<file path="config.mk">
export PLATFORM = sky130hd
export DESIGN_NAME = booth_datapath
export DESIGN_NICKNAME = d
export VERILOG_FILES = /design/src/rtl/booth_datapath.sv
export SDC_FILE = /design/constraint.sdc
export NUM_CORES = 1
export LEC_CHECK = 0
export CAP_MARGIN = 40
export CORE_UTILIZATION = 29
export DETAILED_ROUTE_END_ITERATION = 6
export MAX_ROUTING_LAYER = met4
export SLEW_MARGIN = 20
export SYNTH_ARGS = -nofsm -noshare
export SYNTH_HDL_FRONTEND = slang
export SYNTH_SLANG_ARGS = --single-unit
</file>
<file path="constraint.sdc">
create_clock -name clk -period 4 [get_ports clk]
set_input_delay 1 -clock clk [delete_from_list [all_inputs] [get_ports clk]]
set_output_delay 1 -clock clk [all_outputs]
set_load 0.01 [all_outputs]
</file>
<file path="src/rtl/booth_datapath.sv">
// Radix-2 Booth signed-multiplier datapath: executes the MUL_* enables from the control unit
// and returns {Q[0],Q_1} and the iteration-done status it branches on.
module booth_datapath #(
  parameter int unsigned WIDTH = 8
) (
  input  logic                 clk,
  input  logic                 reset,
  input  logic [WIDTH-1:0]     multiplicand,
  input  logic [WIDTH-1:0]     multiplier,
  input  logic                 booth_load,
  input  logic                 booth_add_en,
  input  logic                 booth_sub_en,
  input  logic                 booth_shift_en,
  input  logic                 booth_count_en,
  output logic [1:0]           booth_bits,
  output logic                 booth_counter_done,
  output logic [2*WIDTH-1:0]   product
);

  localparam int unsigned CntW = $clog2(WIDTH) + 1;

  // A and M carry one extra sign bit so that M = -2^(WIDTH-1) negates without overflow.
  logic [WIDTH:0]   a_q, a_d;
  logic [WIDTH:0]   m_q, m_d;
  logic [WIDTH-1:0] q_q, q_d;
  logic             q1_q, q1_d;
  logic [CntW-1:0]  cnt_q, cnt_d;

  always_comb begin
    a_d   = a_q;
    m_d   = m_q;
    q_d   = q_q;
    q1_d  = q1_q;
    cnt_d = cnt_q;

    if (booth_load) begin
      a_d   = '0;
      q_d   = multiplier;
      q1_d  = 1'b0;
      m_d   = {multiplicand[WIDTH-1], multiplicand};
      cnt_d = '0;
    end else begin
      // Add and sub together is illegal and leaves A/Q/Q_1 untouched; shift is then ignored too.
      if (booth_add_en ^ booth_sub_en) begin
        a_d = booth_add_en ? (a_q + m_q) : (a_q - m_q);
      end else if (!booth_add_en && !booth_sub_en && booth_shift_en) begin
        {a_d, q_d, q1_d} = {a_q[WIDTH], a_q, q_q};
      end

      // Saturate at WIDTH so that done can never reassert before the next load.
      if (booth_count_en && (cnt_q != CntW'(WIDTH))) begin
        cnt_d = cnt_q + 1'b1;
      end
    end
  end

  always_ff @(posedge clk or posedge reset) begin
    if (reset) begin
      a_q   <= '0;
      m_q   <= '0;
      q_q   <= '0;
      q1_q  <= 1'b0;
      cnt_q <= '0;
    end else begin
      a_q   <= a_d;
      m_q   <= m_d;
      q_q   <= q_d;
      q1_q  <= q1_d;
      cnt_q <= cnt_d;
    end
  end

  // The controller samples done in its COUNT state, before that state's increment lands.
  assign booth_counter_done = (cnt_q == CntW'(WIDTH - 1));
  assign booth_bits         = {q_q[0], q1_q};
  assign product            = {a_q[WIDTH-1:0], q_q};

endmodule

</file>
* After elaboration in Yosys (flattened, before gate mapping)
Cells that the tools add are included.
Widths: inputs -> output; s select.
** Cells by class
- $add $sub $neg :: 3
- Equality and inequality tests :: 3
- Muxes and demuxes :: 12
- Bitwise operators :: 1
- Reduce and logical (&&, ||, !) cells :: 10
** Operator list (number)
- $mux 8 :: 4
- $mux 9 :: 3
- $add 9x9->9 :: 1
- $sub 9x9->9 :: 1
- $mux 4 :: 2
- $reduce_bool 2->1 :: 3
- $add 4x1->4 const B :: 1
- $eq 4x3->1 const B :: 1
- $ne 4x4->1 const B :: 1
- $logic_and 1x1->1 :: 3
- $mux 1 :: 3
- $reduce_bool 3->1 :: 1
- $logic_not 1->1 :: 2
- $ne 2x2->1 const B :: 1
- $reduce_and 2->1 :: 1
- $xor 1x1->1 :: 1
** Word-level totals
- Bits in registers :: 30
- Input port bits :: 23
- Output and inout bits :: 19
- Logic and storage cells :: 35

* Logic depth before layout (Yosys ltp)
Gate-level depths: netlist of the first run.
- Depth in word-level cells :: 6
- Mapped depth :: 11
- Mapped depth without buffers :: 11

* Least setup slack after synthesis of the first run
No wires, ideal clock.
- Kind :: in2reg
- Start point :: input booth_add_en
- End point :: register a_q[8]
- Library setup time :: 125 ps
- Data arrival time :: 2979 ps
- Data required time :: 3875 ps
- Slack :: 896 ps
- Stages on the path :: 8
- Buffers on the path :: 1
- Cells stage by stage :: buf_2 -> mux2_2 -> fa_1 -> a211oi_1 -> o211ai_1 -> nand2_1 -> mux2_4 -> mux2_4
** Between the ends
- Cells in the longest elaborated chain, start to end :: 3
- Elaborated cells between the ends (all ways) :: 5
- Classes of those cells :: mux: 3; bitwise: 1; reduce/logical: 1
** Ends and longest elaborated chain
- start, declared :: RTL line 11 : input logic booth_add_en,
- $mux 9 :: RTL line 45 : a_d = booth_add_en ? (a_q + m_q) : (a_q - m_q);
- $mux 9 :: RTL line 44 : if (booth_add_en ^ booth_sub_en) begin
- $mux 9 :: RTL line 36 : if (booth_load) begin
- end signal, assigned :: RTL line 59 : a_q <= '0;
- end signal, assigned :: RTL line 65 : a_q <= a_d;
- end, declared :: RTL line 23 : logic [WIDTH:0] a_q, a_d;
Several ways; a longest one is shown, not always the timed one. The select of a mux whose other input is x is not followed.
A chain may end at the register's enable or synchronous reset.

* Worst setup path in the final report of the first run
Same ends and word-level chain as after synthesis.

==> out/results.ini, run 1 <==
[outcome]
run_status = finished with violations
violations = design-rule violations

[clocking]
cts-htree-levels = 2
cts_hold_buf = 0
clk_root_buffer_cell = sky130_fd_sc_hd__clkbuf_8
clk_pin_slew_ns = 0.07
tritoncts = yes
worstSkewPairLatency_ns = 0.28
cts-resized-gates = 0
numCtsBuffers = 5
cts.repair_timing.setup_buffer_count = 0
cts.path.max_buffers = 2
cts_sinks = 30

[timing]
slew_violations = 0
layout_min_cycle_time_ns = 3.28
clock_skew_ns = 0.00540
max_clock_freq_mhz = 305
worst_slew_margin_rel_pct = 51.8
finalHoldViolCount = 0
period_share_pct = 82.0
rsz0062_at_grt = false
finalSetupViolations = 0
postLayoutSetupSlackWorst_ns = 0.719
timing_worst_slew_pin_value_ns = 0.721
fin_setup_tns_ns = 0

[placement]
post-dp-hpwl_microns = 3060
dp_slack_ns = 0.429
portBuffers = 41
gp_congestion = 0.892
place_inst = 315

[route]
detailedRoute.firstPassIterationCount = 6
wire_per_inst_microns = 12.3
drt_wl_total_microns = 3990
vias = 1545
ant_nets = 0
post_drt_via_cell_ratio = 4.78
drtIter0Drc = 81
drcViolationCount = 4

[worst_setup_path]
reg2reg_slack_ns = 1.25
crit_path_end_kind = flip-flop
r2r_start = m_q[2]$_DFFE_PP0P_
worst-endpoint-arrival_ns = 3.45
timing.critical_path.from_type = input port
critical_path_peak_fanout = 3
data_required_time_of_the_critical_path_ns = 4.17
reg2reg_depth = 10
regToRegEndpoint = a_q[8]$_DFFE_PP0P_
worst-setup-path-type = in -> reg

[global_route]
grtUsageTotal_pct = 12.9
maximum_number_of_pins_on_one_net_before_global_route_repair = 31
gr-total-overflow = 0
grt_pass1_vias = 1467
grt_pass1_wl_microns = 6920
antenna_found_initial = 0

[floorplanning]
io-pin-count = 42
initial_core_utilization_pct = 30.4
floorplan.die_area_sq_mm = 0.00707
chipWidth_microns = 84.1
die_h_microns = 84.1
row_count = 29
design.core.area_sq_mm = 0.00642

[cells_and_area]
seq_area_sq_um = 751
area.growth.synth_to_final_pct = 29.4
nNetsFinal = 281
multiInputGateArea_sq_mm = 0.00107
layout_cell_share_with_drive_strength_beyond_1_pct = 9.35
antenna_cells_inserted = 0
layout.cells.non_filler = 323
final.fill_count = 657

[synth]
yosys_warnings = 0
syn-cell-area_sq_mm = 0.00195
synthesis.area_per_instance_sq_um = 9.31
postSynthCellCount = 210
postSynthRegisterBits = 30
netlist.top_cell.by_area = sky130_fd_sc_hd__dfrtp_1
post_synth_main_area_contributors = sky130_fd_sc_hd__dfrtp_1 (38%), sky130_fd_sc_hd__ha_1 (7.7%), sky130_fd_sc_hd__mux2i_1 (6.1%)
synthDistinctLibCells = 37
synth_largest_type_area_fraction_pct = 38.4
synth.yosys.seq_area_share_pct = 38.4
postSynthNetCount = 246

[power]
clock_power_share_pct = 33.8
cellPowerDensity_mw_per_mm2 = 448
portion_of_total_power_attributed_to_combinational_logic_pct = 32.2
power.net_switching_mw = 0.336
leakagePower_nw = 1.17
vdd_ir_drop_max_mv = 0.194
netSwitchingFraction_pct = 29.7
seq_power_share_pct = 34.0
p_int_mw = 0.798

[worst_hold_path]
min_delay_path_class = reg -> reg
whs_endpoint = q1_q$_DFFE_PP0P_
hold_depth = 2
min-delay-start = q1_q$_DFFE_PP0P_

[run]
cap_viol_max_count = 0

-- state kept, by name, summed over array words and instances (netlist names) --
| name | count |
|---|---|
| cnt_q | 4 |
| m_q | 8 |
| q_q | 8 |
| a_q | 9 |
| q1_q | 1 |
-- placed cells by master (no fill, tap or decap), drive strengths merged --
master and n:
and2 1, clkdlybuf4s50 41, nand2 21, or3 1
nor2b 1, xnor2 4, ha 12, nor3b 1
a31oi 2, nand3b 1, fa 1, nand2b 2
a211oi 6, or2 1, o22ai 2, nand3 6
and3 2, buf 4, o21ai 16, o41ai 1
o32ai 1, nor4bb 1, mux2 9, a21oi 12
mux2i 12, nand4 1, bufinv 2, a21o 2
nor2 19, xor2 10, clkbuf 6, dfrtp 30
o211ai 2, inv 9, nor3 4
-- per-stage QoR --
stage / total power [mW] / instance area (sq um) / util [%] / hold slack [ns]
floorplan: 0.649 / 1950 / - / 0.491
global placement: 0.754 / 2390 / 37.2 / 0.512
detailed placement: 0.759 / 2390 / 37.2 / 0.526
CTS: 1.15 / 2530 / 39.4 / 0.547
global route: 1.21 / 2530 / 39.4 / 0.560
finish: 1.13 / 2530 / 39.4 / 0.542
-- area by class of cell --
type | instances | share of cell area (%)
Tap cell | 77 | 3.81
Inverter | 9 | 1.34
Clock buffer | 6 | 3.26
Sequential cell | 30 | 29.7
Timing Repair Buffer | 45 | 17.4
Clock inverter | 2 | 2.37
Multi-Input combinational cell | 154 | 42.1
-- synthesized netlist by cell type --
library cell,n
sky130_fd_sc_hd__nand3b_1,1
sky130_fd_sc_hd__nor2_1,19
sky130_fd_sc_hd__nor2b_1,1
sky130_fd_sc_hd__buf_4,10
sky130_fd_sc_hd__fa_1,1
sky130_fd_sc_hd__ha_1,12
sky130_fd_sc_hd__o32ai_1,1
sky130_fd_sc_hd__nand2b_1,2
sky130_fd_sc_hd__and2_0,1
sky130_fd_sc_hd__inv_1,9
sky130_fd_sc_hd__buf_1,1
sky130_fd_sc_hd__nor3_1,4
sky130_fd_sc_hd__o21ai_0,15
sky130_fd_sc_hd__xor2_1,10
sky130_fd_sc_hd__o22ai_1,2
sky130_fd_sc_hd__mux2i_1,12
sky130_fd_sc_hd__buf_2,2
sky130_fd_sc_hd__nor3b_2,1
sky130_fd_sc_hd__a21o_1,2
sky130_fd_sc_hd__xnor2_1,4
sky130_fd_sc_hd__or3_1,1
sky130_fd_sc_hd__a211oi_1,6
sky130_fd_sc_hd__nand3_1,6
sky130_fd_sc_hd__clkbuf_1,4
sky130_fd_sc_hd__o211ai_1,2
sky130_fd_sc_hd__o21ai_1,1
sky130_fd_sc_hd__nor4bb_1,1
sky130_fd_sc_hd__dfrtp_1,30
sky130_fd_sc_hd__a31oi_1,2
sky130_fd_sc_hd__mux2_2,7
sky130_fd_sc_hd__a21oi_1,12
sky130_fd_sc_hd__o41ai_1,1
sky130_fd_sc_hd__mux2_4,2
sky130_fd_sc_hd__or2_2,1
sky130_fd_sc_hd__nand4_1,1
sky130_fd_sc_hd__nand2_1,21
sky130_fd_sc_hd__and3_1,2
-- layer usage --
metal  routed length [microns]  part of all wire (%)  global-route usage [%]  vias to the layer above
met5                         0                     0                       -                        -
met4                        86                   2.2                    6.11                        0
met3                       171                   4.3                    3.26                        4
met2                      1860                    47                    19.7                       39
met1                      1870                    47                    15.9                      711
li1                          -                     -                       -                      791
-- how the worst max path moves through the flow --
stage	startpoint	endpoint	slack, ns	cells after the start
floorplan	booth_add_en	a_q[8]$_DFFE_PP0P_	0.90	8
global placement	booth_add_en	a_q[8]$_DFFE_PP0P_	0.45	8
detailed placement	booth_add_en	a_q[8]$_DFFE_PP0P_	0.43	8
CTS	booth_add_en	a_q[8]$_DFFE_PP0P_	0.73	8
global route	booth_add_en	a_q[8]$_DFFE_PP0P_	0.57	8
finish	booth_add_en	a_q[8]$_DFFE_PP0P_	0.72	8
-- cell families (layout without fill, tap and decap cells) --
kind of cell,Yosys count,in the layout,synth area share (%)
AO/OA/AOI/OAI,44,44,13.2
XOR/XNOR,14,14,6.27
adder cells (fa/ha/maj),13,13,8.71
buffers and inverters,26,62,7.04
flip-flops,30,30,38.4
multiplexers,21,21,11.7
AND/OR/NAND/NOR,62,62,14.7
-- worst max-delay path: stages --
cell and delay [ns]:
sky130_fd_sc_hd__clkdlybuf4s50_1 0.50, sky130_fd_sc_hd__mux2_2 0.38, sky130_fd_sc_hd__fa_1 0.45, sky130_fd_sc_hd__a211oi_1 0.29, sky130_fd_sc_hd__o211ai_1 0.14, sky130_fd_sc_hd__nand2_1 0.09
sky130_fd_sc_hd__mux2_4 0.30, sky130_fd_sc_hd__mux2_4 0.29
-- power by group through the flow --
stage / Sequential [mW] / Combinational [mW] / Clock [mW]
3_5_place_dp: 0.392 / 0.366 / 0
6_report: 0.385 / 0.365 / 0.384
3_3_place_gp: 0.392 / 0.361 / 0
5_1_grt: 0.393 / 0.407 / 0.411
2_1_floorplan: 0.382 / 0.267 / 0
4_1_cts: 0.386 / 0.369 / 0.395
Power figures use the tool's default switching activity.
==> inputs of run 2 (changes only) <==
==> constraint.sdc (replaced) <==
create_clock -name clk -period 3.2 [get_ports clk]
set_input_delay 0.8 -clock clk [delete_from_list [all_inputs] [get_ports clk]]
set_output_delay 0.8 -clock clk [all_outputs]
set_load 0.01 [all_outputs]
==> run 2 against run 1 <==
  * The flow still finishes with violations (design-rule violations)
  * Combinational power increased by 30%
  * Largest cell class unchanged
  * Count of clock-buffer cells in the layout unchanged
  * Sequential power increased by 25%
  * Routed wire length decreased by 0.53%
  * Worst setup slack got worse by 0.55 ns
  * Power increased by 26%
  * Register-to-register slack got worse by 0.75 ns
  * First-iteration DRC count decreased by 33%
  * Critical endpoint unchanged
  * Critical path depth unchanged
  * Cell area increased by 1.8%
  * Non-clock buffer count increased by 6
  * Via count increased by 0.65%
==> out/results.ini, run 2 (synthesis results as in run 1) <==
[outcome]
run_status = finished with violations
violations = design-rule violations

[timing]
max_clock_freq_mhz = 330
finalHoldViolCount = 0
clock_skew_ns = 0.00532
finalSetupViolations = 0
layout_min_cycle_time_ns = 3.03
worst_slew_margin_rel_pct = 75.2
slew_violations = 0
timing_worst_slew_pin_value_ns = 0.367
rsz0062_at_grt = false
period_share_pct = 94.7

[clocking]
cts_sinks = 30
numCtsBuffers = 5
cts-htree-levels = 2
cts-resized-gates = 0
cts_hold_buf = 0
cts.repair_timing.setup_buffer_count = 0
cts.path.max_buffers = 2
worstSkewPairLatency_ns = 0.28
clk_root_buffer_cell = sky130_fd_sc_hd__clkbuf_8
tritoncts = yes
clk_pin_slew_ns = 0.07

[global_route]
grt_pass1_wl_microns = 7090
gr-total-overflow = 0
grtUsageTotal_pct = 13.2
antenna_found_initial = 0
maximum_number_of_pins_on_one_net_before_global_route_repair = 31
grt_pass1_vias = 1559

[floorplanning]
io-pin-count = 42
initial_core_utilization_pct = 30.4
chipWidth_microns = 84.1
design.core.area_sq_mm = 0.00642
row_count = 29
die_h_microns = 84.1
floorplan.die_area_sq_mm = 0.00707

[cells_and_area]
largest_registers_in_the_final_layout = a_q x9, m_q x8, q_q x8
largest-register = a_q
layout.cells.non_filler = 329
antenna_cells_inserted = 0
layout_cell_share_with_drive_strength_beyond_1_pct = 11.5
largest_reg_flops = 9
layout_commonest_cell = sky130_fd_sc_hd__clkdlybuf4s50_1
nNetsFinal = 287
layout.core_utilization_pct = 40.1
final.fill_count = 636
leading_cell_types_in_the_layout_fill_and_taps_excluded = sky130_fd_sc_hd__clkdlybuf4s50_1 (41), sky130_fd_sc_hd__dfrtp_1 (30), sky130_fd_sc_hd__nand2_1 (21)
area.growth.synth_to_final_pct = 31.8

[route]
detailedRoute.firstPassIterationCount = 6
post_drt_via_cell_ratio = 4.73
drt_wl_total_microns = 3970
wire_per_inst_microns = 12.1
vias = 1555
ant_nets = 0
drtIter0Drc = 54
drcViolationCount = 4

[placement]
portBuffers = 41
gp_congestion = 0.793
place_inst = 321
post-dp-hpwl_microns = 3130

[worst_setup_path]
reg2reg_depth = 10
data_required_time_of_the_critical_path_ns = 3.37
crit_path_end_kind = flip-flop
timing.critical_path.from_type = input port
regToRegEndpoint = a_q[8]$_DFFE_PP0P_
r2r_start = m_q[2]$_DFFE_PP0P_
critical_path_peak_fanout = 2
reg2reg_slack_ns = 0.50
worst-endpoint-arrival_ns = 3.20
worst-setup-path-type = in -> reg

[worst_hold_path]
hold_depth = 2
min-delay-start = q1_q$_DFFE_PP0P_
whs_endpoint = q1_q$_DFFE_PP0P_
min_delay_path_class = reg -> reg

[power]
leakagePower_nw = 1.20
report.power.total_mw = 1.43
cellPowerDensity_mw_per_mm2 = 555
vdd_ir_drop_max_mv = 0.410

[run]
cap_viol_max_count = 0

==> run 2: changes by cell type in the layout (fill, tap and decap cells not counted), sizes merged <==
cell and change:
buf +6
==> run 2: through the flow <==
stage | setup TNS [ns] | worst slack (ns) | hold slack (ns) | instance area (sq um)
floorplan | 0 | 0.296 | 0.491 | 1950
global placement | -0.104 | -0.104 | 0.511 | 2430
detailed placement | -0.119 | -0.119 | 0.524 | 2430
CTS | 0 | 0.190 | 0.540 | 2570
global route | 0 | 0.0683 | 0.581 | 2570
finish | 0 | 0.170 | 0.535 | 2570
==> run 2: layout make-up <==
type                    count  area (sq um)  share of cell area [%]
multi-input cells         154          1070                    41.4
flip-flops and latches     30           751                    29.2
repair buffers             51           485                    18.9
well taps                  77          96.3                    3.74
clock buffers               6          82.6                    3.21
clock inverters             2          60.1                    2.33
inverters                   9          33.8                    1.31
==> run 2: report_power, final <==
| group | switching [mW] | leakage (nW) | total [mW] | internal, mW |
|---|---|---|---|---|
| registers | 0.0549 | 0.379 | 0.482 | 0.428 |
| clock network | 0.141 | 0.0714 | 0.473 | 0.332 |
| logic | 0.222 | 0.745 | 0.474 | 0.252 |
| total | 0.418 | 1.20 | 1.43 | 1.01 |
==> run 2: worst max-delay path, stage by stage <==
cell and delay, ns:
sky130_fd_sc_hd__clkdlybuf4s50_1 0.49, sky130_fd_sc_hd__mux2_2 0.37, sky130_fd_sc_hd__fa_1 0.44, sky130_fd_sc_hd__a211oi_1 0.27, sky130_fd_sc_hd__o211ai_1 0.14, sky130_fd_sc_hd__nand2_1 0.09
sky130_fd_sc_hd__mux2_4 0.30, sky130_fd_sc_hd__mux2_4 0.29
==> run 2: how the worst max path moves through the flow <==
stage                               to    startpoint  slack, ns
CTS                 a_q[8]$_DFFE_PP0P_  booth_add_en       0.19
floorplan           a_q[8]$_DFFE_PP0P_  booth_add_en       0.30
global route        a_q[8]$_DFFE_PP0P_  booth_add_en       0.07
finish              a_q[8]$_DFFE_PP0P_  booth_add_en       0.17
global placement    a_q[8]$_DFFE_PP0P_  booth_add_en      -0.10
detailed placement  a_q[8]$_DFFE_PP0P_  booth_add_en      -0.12
==> run 2: metal layers <==
metal / GRT usage (%) / up-vias / part of all wire (%)
li1: - / 803 / -
met1: 16.0 / 720 / 47
met2: 20.9 / 27 / 47
met3: 3.56 / 5 / 3.8
met4: 5.17 / 0 / 1.8
met5: - / - / 0
==> inputs of run 3 (changes only) <==
--- a/config.mk
+++ b/config.mk
@@ -9,6 +9,7 @@
 export CORE_UTILIZATION = 29
 export DETAILED_ROUTE_END_ITERATION = 6
 export MAX_ROUTING_LAYER = met4
+export REMOVE_ABC_BUFFERS = 1
 export SLEW_MARGIN = 20
 export SYNTH_ARGS = -nofsm -noshare
 export SYNTH_HDL_FRONTEND = slang
==> run 3 against run 2 <==
  * The run still ends with design-rule violations left
  * Largest cell class unchanged
  * Sequential power barely moved
  * Critical path type unchanged
  * Non-clock buffer count is 3 higher
  * Sequential share of layout area fell by 0.25 points
==> out/results.ini, run 3 (synthesis results as in run 1) <==
[floorplanning]
design.core.area_sq_mm = 0.00642
chipWidth_microns = 84.1
initial_core_utilization_pct = 30.4
die_h_microns = 84.1
floorplan.die_area_sq_mm = 0.00707
row_count = 29
io-pin-count = 42

[worst_setup_path]
data_required_time_of_the_critical_path_ns = 3.38
most_used_cell_cp = sky130_fd_sc_hd__mux2_4
crit_path_end_kind = flip-flop
crit_chain = clkdlybuf4s50_1, mux2_2, fa_1, a211oi_1, o211ai_1, nand2_1, mux2_4, mux2_4
worst-setup-path-type = in -> reg
slowest_delay_ns = 0.49
worst-endpoint-arrival_ns = 3.19
cp_top_family = multiplexers
timing.critical_path.from_type = input port
critical_path.slowest_cell = sky130_fd_sc_hd__clkdlybuf4s50_1
critical_path_peak_fanout = 2
path_buf_inv = 1

[route]
routed-wl-met2_microns = 2000
vias = 1608
drt_wl_total_microns = 4140
detailedRoute.firstPassIterationCount = 6
highest_layer = met4
post_drt_via_cell_ratio = 4.84
wire_per_inst_microns = 12.5
drt-met1-wl_microns = 1860
drtIter0Drc = 135
ant_nets = 0
drcViolationCount = 4
wl_met3_microns = 216

[cells_and_area]
largest_registers_in_the_final_layout = a_q x9, m_q x8, q_q x8
largest_reg_flops = 9
largest-register = a_q
final.fill_count = 629
final_cell_area_sq_mm = 0.00260
layout_commonest_cell = sky130_fd_sc_hd__clkdlybuf4s50_1
antenna_cells_inserted = 0
leading_cell_types_in_the_layout_fill_and_taps_excluded = sky130_fd_sc_hd__clkdlybuf4s50_1 (41), sky130_fd_sc_hd__dfrtp_1 (30), sky130_fd_sc_hd__nand2_1 (21)
area.growth.synth_to_final_pct = 32.9
multiInputGateArea_sq_mm = 0.00107
seq_area_sq_um = 751
layout_cell_share_with_drive_strength_beyond_1_pct = 12.5
nNetsFinal = 290

[clocking]
tritoncts = yes
cts.repair_timing.setup_buffer_count = 0
worstSkewPairLatency_ns = 0.29
cts_sinks = 30
cts_hold_buf = 0
clk_root_buffer_cell = sky130_fd_sc_hd__clkbuf_8
cts-resized-gates = 0
clk_pin_slew_ns = 0.07
numCtsBuffers = 5
cts-htree-levels = 2
cts.path.max_buffers = 2

[timing]
max_clock_freq_mhz = 332
worst_slew_margin_rel_pct = 74.8
layout_min_cycle_time_ns = 3.01
finalSetupViolations = 0
rsz0062_at_grt = false
finalHoldViolCount = 0
timing_worst_slew_pin_value_ns = 0.373
clock_skew_ns = 0.00747
slew_violations = 0
period_share_pct = 94.2

[placement]
gp_congestion = 0.895
dpl_cell_area_sq_mm = 0.00245
post-dp-hpwl_microns = 3140
portBuffers = 41

[global_route]
grt_pass1_wl_microns = 7110
grtUsageTotal_pct = 13.0
gr-total-overflow = 0
grt_pass1_vias = 1575
antenna_found_initial = 0
maximum_number_of_pins_on_one_net_before_global_route_repair = 31

[worst_hold_path]
min_delay_path_class = reg -> reg

[power]
report.power.total_mw = 1.45
cellPowerDensity_mw_per_mm2 = 560
leakagePower_nw = 1.21
vdd_ir_drop_max_mv = 0.245

[outcome]
run_status = finished with violations
violations = design-rule violations

[run]
cap_viol_max_count = 0

run 3: metrics by stage:
step	worst slack [ns]	TNS [ns]	instances	hold WS (ns)	util (%)
after CTS	0.178	0	332	0.548	40.4
after floorplan	0.466	0	193	0.527	-
after global placement	-0.133	-0.133	324	0.517	38.2
after global routing	0.107	0	332	0.579	40.4
after detailed placement	-0.130	-0.130	324	0.530	38.2
final	0.186	0	332	0.533	40.4
run 3: path summary, 6_finish.rpt:
check,cells past startpoint,startpoint,slack [ns],end
worst max-delay path,8,booth_add_en,0.19,a_q[8]$_DFFE_PP0P_
worst min-delay path,2,q1_q$_DFFE_PP0P_,0.53,q1_q$_DFFE_PP0P_
worst max register to register,9,m_q[0]$_DFFE_PP0P_,0.50,a_q[8]$_DFFE_PP0P_
worst min register to register,2,q1_q$_DFFE_PP0P_,0.53,q1_q$_DFFE_PP0P_
max in group asynchronous,3,reset,2.04,m_q[3]$_DFFE_PP0P_
min in group asynchronous,3,reset,0.88,a_q[1]$_DFFE_PP0P_
run 3: layout make-up:
type	instances	area share [%]
clock buffers	6	3.18
clock inverters	2	2.31
inverters	9	1.30
multi-input cells	154	41.0
flip-flops and latches	30	28.9
well taps	77	3.71
repair buffers	54	19.6
run 3: worst register-to-register path, cell delays in order (launching register included):
cell	delay, ns
sky130_fd_sc_hd__dfrtp_1	0.39
sky130_fd_sc_hd__inv_1	0.08
sky130_fd_sc_hd__ha_1	0.30
sky130_fd_sc_hd__mux2_2	0.30
sky130_fd_sc_hd__fa_1	0.41
sky130_fd_sc_hd__a211oi_1	0.29
sky130_fd_sc_hd__o211ai_1	0.14
sky130_fd_sc_hd__nand2_1	0.10
sky130_fd_sc_hd__mux2_4	0.31
sky130_fd_sc_hd__mux2_4	0.29
run 3: report_power, final:
| group | internal, mW | total, mW | switching, mW |
|---|---|---|---|
| sequential | 0.427 | 0.483 | 0.0561 |
| clock | 0.332 | 0.483 | 0.151 |
| combinational | 0.265 | 0.487 | 0.223 |
run 3: routing by layer:
metal	up-vias	global-route usage (%)
li1	816	-
met1	745	15.4
met2	40	21.6
met3	7	3.07
met4	0	4.70
met5	-	-
==> patch (flow settings as in run 1) <==
Make the reset (`reset`) synchronous in one clocked block.
--- a/src/rtl/booth_datapath.sv
+++ b/src/rtl/booth_datapath.sv
@@ -54,7 +54,7 @@
     end
   end
 
-  always_ff @(posedge clk or posedge reset) begin
+  always_ff @(posedge clk) begin
     if (reset) begin
       a_q   <= '0;
       m_q   <= '0;
Formal check against the unedited RTL: differs if reset is asserted again (counterexample within 4 cycles, from zero or initial values and one cycle with reset high); with reset held inactive, the same outputs for 4 cycles.
==> patch against run 1 <==
  * Clock skew is 0.54 ps lower
  * Synthesized area is 1.5% lower
  * Final cell count rose by 0.62%
  * Cell area decreased by 4.1%
  * Worst hold slack got worse by 46 ps
  * Sequential cell count unchanged
  * Setup slack gained 5.5 ps
  * Routed wire length increased by 1.3%
  * Synthesized cell count increased by 2.4%
  * Power fell by 27%
  * Critical endpoint is now a_q[8]
==> patch: results (changes against run 1) <==
| Metric | Value |
|---|---|
| Mux contribution to synthesized area | `15.7% (+4.0 points)` |
| Syn nets | `252 (+2.4%)` |
| Worst-margin pin slew | `436 ps (-284 ps)` |
| Largest net degree at the start of global routing | `19 (-39%)` |
| Dominant synthesized flop cell | `dfxtp_1` |
| Hold_buf cts | `0 (unchanged)` |
| DRT iter0 DRCs | `47 (-42%)` |
| HP Class | `reg -> reg` |
| First-pass GRT wire length | `6.60 mm (-4.7%)` |
| Compound-cell area share of the yosys netlist | `11.9% (-1.3 points)` |
| Share of synthesized registers carrying an async set or reset | `0% (-100 points)` |
| XOR/XNOR Fraction of Synth Area | `6.37% (+0.094 points)` |
| Antenna cells | `0 (unchanged)` |
| Final clock skew | `4.87 ps (-0.536 ps)` |
| Max stage delay cell, worst path | `clkdlybuf4s50_1` |
| Hpwl dp | `3.07 mm (+0.36%)` |
| Max H-tree Level | `2 (unchanged)` |
| Status | `completed` |
| Yosys cell types | `40 (+8.1%)` |
| Worst Path Arrival | `3460 ps (about the same)` |
| VDD IR max | `0.188 mV (-3.4%)` |
| Number of global-route vias before repair | `1,369 (-6.7%)` |
| Post-CTS Setup Inserts | `0 (unchanged)` |
| Post-Synth Adder-Cell Area | `9.49% (+0.78 points)` |
| Share of cells above drive strength 1 | `10.5% (+1.1 points)` |
| Top Family by Delay on Critical Path | `simple AND/OR/NAND/NOR gates` |
| Global placement routability congestion | `0.850 (-4.7%)` |
| Total CTS buffers | `5 (unchanged)` |
| Antenna violations before repair | `0 (unchanged)` |
| Ranking of synthesized cells by area | `dfxtp_1, mux2i_1, ha_1` |
| Int Pwr | `0.598 mW (-25%)` |
| CTS max path bufs | `2 (unchanged)` |
| LEAKAGE | `1.06 nW (-9.4%)` |
| Nets | `284 (+1.1%)` |
| Warnings, synthesis | `0 (unchanged)` |
| Final wirelength | `4.04 mm (+1.3%)` |
| Post-CTS Resized | `0 (unchanged)` |
| Final worst slack | `725 ps (+5.50 ps)` |
| Top Registers | `a_q x9, m_q x8, q_q x8` |
| Crit-path max FO | `9 (+6)` |
| Post-synthesis sequential area ratio | `31.2% (-7.2 points)` |
| Via count | `1,509 (-2.3%)` |
| Root Buffer Master | `clkbuf_8` |
| Clk_lat worst skew | `280 ps (about the same)` |
| Largest Register | `a_q` |
| DP Worst Slack | `411 ps (-17.2 ps)` |
| I/O Buffers | `41 (unchanged)` |
| Router iterations before antenna repair | `4 (-2)` |
| Gr usage total | `12.2% (-0.65 points)` |
| Reg clk slew, reported paths | `70 ps (about the same)` |
| Max incr delay on CP | `670 ps (+170 ps)` |
| Synth top cells by count | `nor2_1, dfxtp_1, mux2i_1` |
-- patch: cell count changes in the layout (fill, tap and decap cells not counted), sizes merged, moves of 3 or more --
cell / run 1 / this run
mux2i: 12 / 19
nor2: 19 / 31
o21ai: 16 / 4
dfrtp: 30 / 0
dfxtp: 0 / 30
nand2: 21 / 8
and3: 2 / 6
or4b: 0 / 3
nand3: 6 / 3
a211oi: 6 / 10
-- patch: worst min-delay path: stages (launching register included) --
cell and delay, ps:
dfxtp_1 330, nand2_1 60, a21oi_1 50
-- patch: per-layer routing --
metal | vias up | wire [um] | global-route usage [%]
met5 | - | 0 | -
met4 | 0 | 4 | 1.85
met3 | 2 | 192 | 4.25
met2 | 29 | 1730 | 17.7
met1 | 675 | 2110 | 16.8
li1 | 803 | - | -
-- patch: layout make-up --
type                            instances  area (sq um)
Multi-Input combinational cell        156          1150
Clock inverter                          3          40.0
Tap cell                               77          96.3
Timing Repair Buffer                   44           433
Inverter                               10          37.5
Fill cell                             664          3960
Clock buffer                            5          68.8
Sequential cell                        30           601
-- patch: cells by family (layout without fill, tap and decap cells) --
family	count (synthesis)	count (layout)
simple gates	64	64
compound gates	35	35
flops	30	30
mux	29	29
buf+inv	29	62
fa+ha+maj	14	14
xor+xnor	14	14
-- patch: worst paths after layout --
check                             startpoint        to  slack (ps)  depth (start not counted)
worst max-delay path            booth_add_en    a_q[8]         720                          9
worst min-delay path                cnt_q[1]  cnt_q[1]         500                          2
worst max register to register        m_q[2]    a_q[8]        1070                         10
worst min register to register      cnt_q[1]  cnt_q[1]         500                          2
-- patch: metrics by stage --
step                      hold WS, ps  total power [mW]  area [sq um]  utilization (%)  std cells
after floorplan                   465             0.469          1930                -        215
after global placement            482             0.529          2320             36.3        317
after detailed placement          488             0.531          2320             36.3        317
after CTS                         498             0.840          2430             38.0        325
after global routing              548             0.874          2430             38.0        325
final                             496             0.828          2430             38.0        325
-- patch: power by group through the flow --
stage	clock network, mW	registers [mW]	logic, mW
after detailed placement	0	0.339	0.192
after global routing	0.326	0.335	0.213
final	0.304	0.333	0.192
after floorplan	0	0.336	0.133
after CTS	0.314	0.333	0.193
after global placement	0	0.339	0.190
